## src/rtl/bldc_pkg.sv

```systemverilog
// bldc_pkg: request encoding, forward commutation table and invalid hall codes
package bldc_pkg;
    localparam logic [1:0] REQ_OFF = 2'b00;
    localparam logic [1:0] REQ_H   = 2'b01;
    localparam logic [1:0] REQ_L   = 2'b10;
    localparam logic [2:0] HALL_BAD0 = 3'b000;
    localparam logic [2:0] HALL_BAD1 = 3'b111;
    // {hall, high phase one-hot {C,B,A}, low phase one-hot {C,B,A}}, forward rotation
    localparam logic [8:0] COMM_TBL [6] = '{
        {3'b101, 3'b001, 3'b010},
        {3'b100, 3'b001, 3'b100},
        {3'b110, 3'b010, 3'b100},
        {3'b010, 3'b010, 3'b001},
        {3'b011, 3'b100, 3'b001},
        {3'b001, 3'b100, 3'b010}
    };
    function automatic logic [5:0] comm_decode(input logic [2:0] h, input logic d);
        logic [5:0] r;
        r = '0;
        for (int i = 0; i < 6; i++)
            if (COMM_TBL[i][8:6] == h)
                r = d ? {COMM_TBL[i][2:0], COMM_TBL[i][5:3]} : COMM_TBL[i][5:0];
        return r;
    endfunction
endpackage

```

## src/rtl/bldc_commutator_deadtime.sv

```systemverilog
// deadtime_phase: one half-bridge; any request change blanks both gates for DEADTIME cycles
module deadtime_phase
    import bldc_pkg::*;
#(
    parameter int DEADTIME = 8,
    parameter int DT_W     = 8
) (
    input  logic       clk,
    input  logic       rst,
    input  logic [1:0] i_req,
    output logic       o_gh,
    output logic       o_gl
);
    logic [1:0]      r_req;
    logic [DT_W-1:0] r_cnt;
    logic            w_chg;
    logic [DT_W-1:0] w_cnt;

    always_comb begin
        w_chg = i_req != r_req;
        w_cnt = w_chg ? DT_W'(DEADTIME) : (r_cnt != '0 ? r_cnt - DT_W'(1) : '0);
    end

    always_ff @(posedge clk) begin
        if (rst) begin
            r_req <= REQ_OFF;
            r_cnt <= DT_W'(DEADTIME);
            o_gh  <= 1'b0;
            o_gl  <= 1'b0;
        end else begin
            r_req <= i_req;
            r_cnt <= w_cnt;
            o_gh  <= !w_chg && w_cnt == '0 && i_req == REQ_H;
            o_gl  <= !w_chg && w_cnt == '0 && i_req == REQ_L;
        end
    end
endmodule

```

## src/rtl/bldc_commutator.sv

```systemverilog
// bldc_commutator: hall sync/filter, six-step decode with PWM chop, dead time and faults
module bldc_commutator
    import bldc_pkg::*;
#(
    parameter int DEADTIME  = 8,
    parameter int DT_W      = 8,
    parameter int HALL_FILT = 3,
    parameter int STALL_CYC = 1000000,
    parameter int STALL_W   = 24
) (
    input  logic       clk,
    input  logic       rst,
    input  logic       i_en,
    input  logic       i_pwm,
    input  logic       i_dir,
    input  logic       i_brake,
    input  logic [2:0] i_hall,
    input  logic       i_fault_clr,
    output logic [2:0] o_gate_h,
    output logic [2:0] o_gate_l,
    output logic       o_hall_edge,
    output logic       o_fault_hall,
    output logic       o_fault_stall
);
    localparam int FW = $clog2(HALL_FILT + 1);

    logic [2:0]         r_sync1, r_sync2, r_last, r_hall_f;
    logic [FW-1:0]      r_run;
    logic               r_valid;
    logic [STALL_W-1:0] r_stall;
    logic [FW-1:0]      w_run;
    logic               w_acc, w_edge, w_fault, w_hall_set, w_stall_clr;
    logic [STALL_W-1:0] w_stall;
    logic [5:0]         w_comm;
    logic [2:0][1:0]    w_req;

    always_comb begin
        // w_run counts the current synchronised sample, so acceptance lands on the HALL_FILT-th
        w_run = r_sync2 != r_last ? FW'(1) : (r_run == FW'(HALL_FILT) ? r_run : r_run + FW'(1));
        w_acc = w_run == FW'(HALL_FILT);
        w_edge = w_acc && r_sync2 != r_hall_f;
        w_fault = o_fault_hall || o_fault_stall;
        w_hall_set = i_en && r_valid && (r_hall_f == HALL_BAD0 || r_hall_f == HALL_BAD1);
        w_stall_clr = w_edge || !i_en || i_brake || w_fault;
        w_stall = w_stall_clr ? '0 : (r_stall == '1 ? r_stall : r_stall + STALL_W'(1));
        w_comm = comm_decode(r_hall_f, i_dir);
        w_req = '0;
        for (int k = 0; k < 3; k++)
            w_req[k] = (w_fault || (!i_en && !i_brake)) ? REQ_OFF :
                       i_brake ? REQ_L :
                       w_comm[3+k] ? (i_pwm ? REQ_H : REQ_OFF) :
                       w_comm[k] ? REQ_L : REQ_OFF;
    end

    always_ff @(posedge clk) begin
        if (rst) begin
            r_sync1       <= '0;
            r_sync2       <= '0;
            r_last        <= '0;
            r_run         <= '0;
            r_hall_f      <= '0;
            r_valid       <= 1'b0;
            r_stall       <= '0;
            o_hall_edge   <= 1'b0;
            o_fault_hall  <= 1'b0;
            o_fault_stall <= 1'b0;
        end else begin
            r_sync1       <= i_hall;
            r_sync2       <= r_sync1;
            r_last        <= r_sync2;
            r_run         <= w_run;
            r_hall_f      <= w_acc ? r_sync2 : r_hall_f;
            r_valid       <= r_valid || w_acc;
            r_stall       <= w_stall;
            o_hall_edge   <= w_edge;
            o_fault_hall  <= w_hall_set || (o_fault_hall && !i_fault_clr);
            o_fault_stall <= w_stall >= STALL_W'(STALL_CYC) || (o_fault_stall && !i_fault_clr);
        end
    end

    for (genvar g = 0; g < 3; g++) begin : g_phase
        deadtime_phase #(.DEADTIME(DEADTIME), .DT_W(DT_W)) u_dt (
            .clk  (clk),
            .rst  (rst),
            .i_req(w_req[g]),
            .o_gh (o_gate_h[g]),
            .o_gl (o_gate_l[g])
        );
    end
endmodule

```

## config.mk

```make
export PLATFORM = sky130hd
export DESIGN_NAME = bldc_commutator
export DESIGN_NICKNAME = d
export VERILOG_FILES = /design/src/rtl/bldc_pkg.sv /design/src/rtl/bldc_commutator_deadtime.sv /design/src/rtl/bldc_commutator.sv
export SDC_FILE = /design/constraint.sdc
export NUM_CORES = 1
export LEC_CHECK = 0
export CORE_UTILIZATION = 55
export CTS_CLUSTER_SIZE = 14
export DETAILED_ROUTE_END_ITERATION = 8
export DONT_BUFFER_PORTS = 1
export PLACE_DENSITY = 0.7
export SLEW_MARGIN = 25
export SYNTH_ARGS = -nofsm -noshare
export SYNTH_HDL_FRONTEND = slang
export SYNTH_HIERARCHICAL = 1
export SYNTH_SLANG_ARGS = --single-unit
```

## constraint.sdc

```tcl
create_clock -name clk -period 2.6 [get_ports clk]
set_input_delay 0.39 -clock clk [delete_from_list [all_inputs] [get_ports clk]]
set_output_delay 0.39 -clock clk [all_outputs]
set_load 0.01 [all_outputs]
```

==> flow_summary.ini, run 1 <==
[status]
status = completed

[power]
pwr-share-seq_pct = 45.4
p_sw_share_pct = 30.3
pwr-share-clk_pct = 33.4
power_switching_mw = 0.901
p_comb_share_pct = 21.2
cellPowerDensity_nw_per_um2 = 684
p_int_mw = 2.07
power_leakage_nw = 1.59
ir_drop_uv = 310

[timing]
fin_crit_sh_pct = 93.2
whs_ns = 0.106
setup_tns_ns = 0
final-hold-violation-count = 0
clock.fmax_mhz = 413
rsz0062_at_grt = false
finalMaxSlewViolations = 0
tightest_slew_ns = 0.531
setup_violations = 0
period_minus_slack_ns = 2.42
final.setup_skew_ns = 0.00776
relSlewSlack_pct = 64.6

[placement]
placed_area_um2 = 4130
hpwl_mm = 5.66
finalWeightedCongestion = 0.938
io_buffers = 0

[cells_and_area]
antenna_cells = 0
layout_commonest_cell = dfxtp_1
n_fill_cell = 612
layout.nets = 488
drive_gt1_share_pct = 9.66
final_cell_area_um2 = 4350
reg_top3 = g_phase.u_dt/r_cnt (24), r_stall (24), g_phase.u_dt/r_req (6)
final_cell_mix = 78 x dfxtp_1, 77 x nor2_1, 28 x nand2_1
fin_util_pct = 62.6
area_delta_synth_final_pct = 7.22

[die]
die_area_um2 = 7720
rows = 30
die-width_um = 87.9
pin_count = 19
core_area_um2 = 6940
die_y_um = 87.9
start_util_pct = 58.4

[clocking]
clockRootBuffer = clkbuf_8
worstSkewPairLatency_ns = 0.35
ctsHoldBuffers = 0
cts_resized = 0
clk_pin_slew_ns = 0.08
cts_max_path_buffers = 2
cts_setup_buffers = 0
cts_made_buffers = 9
cts_tree = built
htreeDepth = 3
clock_sinks = 78

[logic_synthesis]
syn_inst = 476
synth_seq_cells = 78
syn_nets = 493
synth_edf_count = 0
async_flop_share_pct = 0
syn_avg_cell_area_um2 = 8.52
synth.distinct_cells = 54
netlist_area_um2 = 4060
ys_seq_area_share_pct = 38.5
synth_flop_cell = dfxtp_1
yosysWarningCount = 6

[hold_path]
hp-class = in -> reg

[job]
drv_cap = 0

[drt]
vias = 3245
drtPass1Iterations = 5
viasPerCell = 5.67
post_drt_wl_per_cell_um = 13.3
drt-total-wl_mm = 7.59
postRouteAntennaNets = 0
drt-initial-drc-count = 145
drc = 0

[setup_path]
worstPathArrival_ns = 2.65
crit_required_ns = 2.82
startpoint_type = flip-flop
path_class = reg -> reg
cp_max_fo = 11
cp-end-kind = flip-flop

[global_route]
grt_max_degree = 29
grt-ovfl-total = 0
grt_pass1_vias = 2828
antenna_found_initial = 0
grt_usage_pct = 21.0
grt_pass1_wl_mm = 12.7
path summary, 6_finish.rpt:
path                from            end  slack (ns)  cells past startpoint
max          r_stall[17]  o_fault_stall        0.18                      7
min                  rst     r_sync2[1]        0.11                      1
max reg2reg  r_stall[17]  o_fault_stall        0.18                      7
min reg2reg   r_sync1[0]     r_sync2[0]        0.44                      1
through the flow:
step / worst slack, ns / std cells / total power [mW]
finish: 0.177 / 572 / 2.97
global route: 0.0257 / 572 / 3.14
global placement: 0.313 / 556 / 1.99
CTS: 0.188 / 572 / 3.00
detailed placement: 0.221 / 556 / 2.00
floorplan: 0.451 / 476 / 1.91
synthesized netlist by cell type (8+ instances only):
library cell | instances | share of area (%)
xor2_1 | 25 | 5.4
nand4_1 | 8 | 1.2
nand2b_1 | 17 | 2.6
nand3_1 | 14 | 1.7
xnor2_1 | 18 | 3.9
nor2b_1 | 20 | 3.1
a21oi_1 | 20 | 2.5
nor2_1 | 77 | 7.1
inv_1 | 16 | 1.5
nand2_1 | 28 | 2.6
nor4_1 | 8 | 1.2
dfxtp_1 | 78 | 39
o21ai_0 | 8 | 0.99
clkbuf_1 | 14 | 1.3
nor3_1 | 14 | 1.7
area by class of cell:
class	instances	area [um^2]	area share, %
tap	96	120	2.76
clock buffer	9	124	2.85
clock inverter	7	97.6	2.24
sequential	78	1560	35.9
inverter	16	60.1	1.38
multi-input combinational	360	2340	53.8
timing repair buffer	6	45.0	1.04
cell families (layout without fill, tap and decap cells):
family	count (synthesis)	in the layout	share of synthesized area (%)
buffers and inverters	38	38	3.80
muxes	5	5	1.23
AOI/OAI and AO/OA	86	86	17.1
adders and majority gates	7	7	2.16
and+or+nand+nor	219	219	27.9
DFF	78	78	38.5
xor gates and xnor gates	43	43	9.29
power by group through the flow:
stage	combinational (mW)	clock (mW)	sequential [mW]
after floorplan	0.565	0	1.34
after global placement	0.617	0	1.38
after detailed placement	0.627	0	1.38
after CTS	0.630	1.02	1.35
after global routing	0.699	1.08	1.36
final	0.630	0.994	1.35
critical path, cell delays in order, from the launching register on:
cell and delay, ns:
dfxtp_1 0.47, nand4_1 0.22, or2_1 0.43, o311ai_2 0.41, xor2_1 0.33, a2111oi_4 0.05, o311ai_1 0.28, nand3_1 0.11
routing by layer:
layer / vias to the layer above / track usage (%) / part of all wire, %
met5: - / 0 / 0
met4: 0 / 6.11 / 1.3
met3: 10 / 6.41 / 4.6
met2: 56 / 33.8 / 46
met1: 1511 / 27.2 / 48
li1: 1668 / - / -
Power figures use the tool's default switching activity.
==> run 2, diff against run 1 <==
==> constraint.sdc (replaced) <==
create_clock -name clk -period 2.6 [get_ports clk]
set_input_delay 0.39 -clock clk [delete_from_list [all_inputs] [get_ports clk]]
set_output_delay 0.39 -clock clk [all_outputs]
set_load 0.1 [all_outputs]
==> run 2 against run 1 <==
Register-to-register slack improved by 0.06 ns. Highest routed layer unchanged. Clock skew decreased by 0.00068 ns. Sequential power barely moved. Combinational power is 1% higher. Flip-flop and latch count stayed put. Clock-buffer cell count unchanged. Global-route usage is 1.4 points higher. Cell count rose by 0.35%.
==> flow_summary.ini, run 2 (same netlist as run 1, synthesis figures left out) <==
[status]
status = completed

[clocking]
htreeDepth = 3
clk_pin_slew_ns = 0.08
clock_sinks = 78
cts_made_buffers = 9
worstSkewPairLatency_ns = 0.35
cts_tree = built
ctsHoldBuffers = 0
cts_max_path_buffers = 2
clockRootBuffer = clkbuf_8

[power]
cellPowerDensity_nw_per_um2 = 721
ir_drop_uv = 416
power_leakage_nw = 1.62

[drt]
drtPass1Iterations = 5
drt-initial-drc-count = 135
drt-total-wl_mm = 7.74
vias = 3260
drc = 0
post_drt_wl_per_cell_um = 13.5
postRouteAntennaNets = 0
viasPerCell = 5.68

[die]
start_util_pct = 58.4
pin_count = 19
die_area_um2 = 7720
rows = 30
die_y_um = 87.9
die-width_um = 87.9
core_area_um2 = 6940

[cells_and_area]
seqCellArea_um2 = 1560
area_delta_synth_final_pct = 9.01
reg_top3 = g_phase.u_dt/r_cnt (24), r_stall (24), g_phase.u_dt/r_req (6)
layout.nets = 490
n_fill_cell = 592
antenna_cells = 0
final_cell_area_um2 = 4420
drive_gt1_share_pct = 10.0
final_cell_mix = 78 x dfxtp_1, 77 x nor2_1, 28 x nand2_1
multi_input_area_um2 = 2350
layout_commonest_cell = dfxtp_1

[global_route]
grt_usage_pct = 22.4
grt.met2_usage_pct = 36.6
grt-ovfl-total = 0
grt_pass1_vias = 3053
grt_max_degree = 29
gr-usage-met3_pct = 7.73
met1_usage_pct = 28.2
grt_pass1_wl_mm = 13.4
grt.busiest_layer = met2
antenna_found_initial = 0

[setup_path]
cp_max_fo = 11
ff2ff_path_depth = 7
cp-end-kind = flip-flop
path_class = reg -> reg
startpoint_type = flip-flop
reg2reg_slack_ns = 0.24
worstPathArrival_ns = 2.59
crit_required_ns = 2.82

[timing]
finalMaxSlewViolations = 0
clock.fmax_mhz = 423
rsz0062_at_grt = false
relSlewSlack_pct = 37.7
final.setup_skew_ns = 0.00708
tightest_slew_ns = 0.933
final-hold-violation-count = 0
setup_tns_ns = 0
fin_crit_sh_pct = 90.9
setup_violations = 0
period_minus_slack_ns = 2.36

[job]
drv_cap = 0

[placement]
placed_area_um2 = 4140
finalWeightedCongestion = 0.916
hpwl_mm = 5.81
io_buffers = 0

[hold_path]
min_path_cells = 1
hp-class = in -> reg
## run 2: timing repair
item / CTS / global route
gates resized for setup: 0 / 1
setup buffers: 0 / 0
setup endpoints to repair: 0 / 1
## run 2: power breakdown
| part | switching (mW) | internal [mW] |
|---|---|---|
| Clock | 0.455 | 0.739 |
| Sequential | 0.0899 | 1.27 |
| Combinational | 0.374 | 0.266 |
| Total | 0.919 | 2.27 |
## run 2: metal layers
| layer | routed length (um) | up-vias | part of all wire (%) |
|---|---|---|---|
| li1 | - | 1667 | - |
| met2 | 3670 | 44 | 47 |
| met5 | 0 | - | 0 |
| met1 | 3690 | 1543 | 48 |
| met4 | 89 | 0 | 1.2 |
| met3 | 283 | 6 | 3.7 |
## run 2: area by class of cell
cell class / instances / share of cell area (%)
clock inverters: 7 / 3.28
multi-input cells: 360 / 53.2
inverters: 16 / 1.36
flip-flops and latches: 78 / 35.3
clock buffers: 9 / 2.80
well taps: 96 / 2.72
repair buffers: 8 / 1.36
## run 2: worst max-delay path: stages, from the launching register on
cell and delay, ns:
dfxtp_1 0.47, nand4_1 0.22, or2_1 0.44, o211ai_1 0.38
xor2_1 0.17, a31oi_1 0.10, o41ai_1 0.36, nand3_1 0.10
## run 2: stage by stage
stage                     total power, mW  hold slack (ns)  util, %  setup slack (ns)  instances
final                                3.19           0.0981     63.7             0.237        574
after global placement               2.00            0.416     59.6             0.328        558
after global routing                 3.36           0.0635     63.7           0.00425        574
after detailed placement             2.02            0.428     59.6             0.203        558
after floorplan                      1.92            0.414        -             0.235        476
after CTS                            3.21           0.0837     63.5             0.187        574
## run 2: final timing paths
path / end / startpoint
max: o_fault_stall / r_stall[17]
min reg2reg: r_sync2[1] / r_sync1[1]
max reg2reg: o_fault_stall / r_stall[17]
min: r_hall_f[1] / rst
==> edit, RTL diff (flow settings as in run 1) <==
`HALL_FILT`: 3 -> 6.
--- a/src/rtl/bldc_commutator.sv
+++ b/src/rtl/bldc_commutator.sv
@@ -6,3 +6,3 @@
     parameter int DT_W      = 8,
-    parameter int HALL_FILT = 3,
+    parameter int HALL_FILT = 6,
     parameter int STALL_CYC = 1000000,
Check against the original RTL: not equivalent (a bounded check fails within 10 cycles, from zero or initial values and one cycle with rst high).
==> edit against run 1 <==
  * Worst setup slack lost 48 ps
  * Combinational power shrank 25%
  * Design area grew 3.1%
  * Worst hold slack lost 7.6 ps
  * Synthesized area grew 4.6%
  * Sequential cell count grew 1
  * Routed wire length grew 5.6%
  * Total power shrank 12%
  * Clock power shrank 18%
  * Largest power group unchanged
==> edit: results (changes against run 1) <==
Worst R2R Path Depth=8 (was 7); P_int=1829 uW (was 2073 uW); outcome=completed (unchanged); post-DP HPWL=5926 um (was 5657 um); Commonest cells post-synth=dfxtp_1 (79), nor2_1 (66), nand2_1 (30) (was dfxtp_1 (78), nor2_1 (77), nand2_1 (28)); CP max-delay cell=o41ai_4 (was dfxtp_1); CP max stage delay=500 ps (was 470 ps); GRT Overall Usage=21.35% (was 21.03%); fraction of layout cells with a size suffix above 1=11.02% (was 9.664%); arrival time at the worst endpoint=2710 ps (was 2650 ps); post-synth cell types=55 (was 54); Crit Reg-Reg Startpoint=r_run[0]$_SDFF_PP0_ (was r_stall[17]$_SDFF_PP0_); critical path peak fanout=6 (was 11); top post-synthesis cells by area=dfxtp_1 (37%), nor2_1 (5.8%), xnor2_1 (5.0%) (was dfxtp_1 (39%), nor2_1 (7.1%), xor2_1 (5.4%)); Pleak=0.001666 uW (was 0.001587 uW); drt first pass iters=4 (was 5); Comb. pwr=473 uW (was 630 uW); largest net degree at the start of global routing=32 (was 29); Seq/Total Area, Yosys=37.29% (was 38.51%); maximum VDD drop=0.2510 mV (was 0.3097 mV); DR iter-0 viols=113 (was 145); Placed Area=0.004292 sq mm (was 0.004126 sq mm); number of global-route vias before repair=3179 (was 2828); syn nets=509 (was 493); Avg WL per Cell=13.61 um (was 13.26 um); Slew @ Worst Pin=556.4 ps (was 530.9 ps); hold slack=98.23 ps (was 105.9 ps); Top Family by Delay on Critical Path=compound AO/OA/AOI/OAI gates (was simple AND/OR/NAND/NOR gates); vias per std cell=5.681 (was 5.673); fin worst setup slack=129.2 ps (was 177.2 ps); first-pass GRT wire length=14230 um (was 12680 um); pre-CTS setup slack=94.39 ps (was 220.9 ps); Setup Skew=11.68 ps (was 7.758 ps); Endpoint, Worst Hold=o_fault_hall$_SDFF_PP0_ (was r_sync2[1]$_SDFF_PP0_); fin nets=504 (was 488); Root Driver=clkbuf_8 (unchanged)
[edit: cell types whose count changed after synthesis, moves of 6 or more]
cell     before  now
xnor2_1      18   24
a21oi_1      20   26
o21ai_0       8   14
nor2_1       77   66
xor2_1       25   19
nor3_1       14   20
[edit: routing by layer]
layer  GRT usage, %  wire length [um]
met1          26.50              3808
met2          36.41              3871
met3          4.822               240
met4          7.240                95
met5              0                 0
[edit: cell families after synthesis]
group,after synthesis,share of synthesized area [%]
and+or+nand+nor,218,28.17
AOI/OAI and AO/OA,93,16.82
DFF,79,37.29
xor gates and xnor gates,43,8.879
buffers and inverters,40,4.307
adders and majority gates,9,2.655
muxes,8,1.888
[edit: per-stage QoR]
step,total power [uW],instances,util [%]
finish,2609,589,60.81
global route,2755,589,60.81
CTS,2629,587,60.61
detailed placement,1815,571,58.23
global placement,1802,571,58.23
floorplan,1743,490,-
[edit: how the worst max path moves through the flow]
stage / start / to / cells after the start
floorplan: r_run[0]$_SDFF_PP0_ / o_fault_stall$_SDFF_PP0_ / 8
global placement: r_run[0]$_SDFF_PP0_ / o_fault_stall$_SDFF_PP0_ / 8
detailed placement: r_run[0]$_SDFF_PP0_ / o_fault_stall$_SDFF_PP0_ / 8
CTS: r_run[0]$_SDFF_PP0_ / o_fault_stall$_SDFF_PP0_ / 8
global route: r_run[0]$_SDFF_PP0_ / o_fault_stall$_SDFF_PP0_ / 8
finish: r_run[0]$_SDFF_PP0_ / o_fault_stall$_SDFF_PP0_ / 8
[edit: layout make-up]
class	instances	area (sq um)
Clock buffer	11	141.4
Clock inverter	5	33.78
Fill cell	682	2888
Inverter	15	56.30
Multi-Input combinational cell	371	2477
Sequential cell	79	1582
Tap cell	99	123.9
Timing Repair Buffer	9	67.56
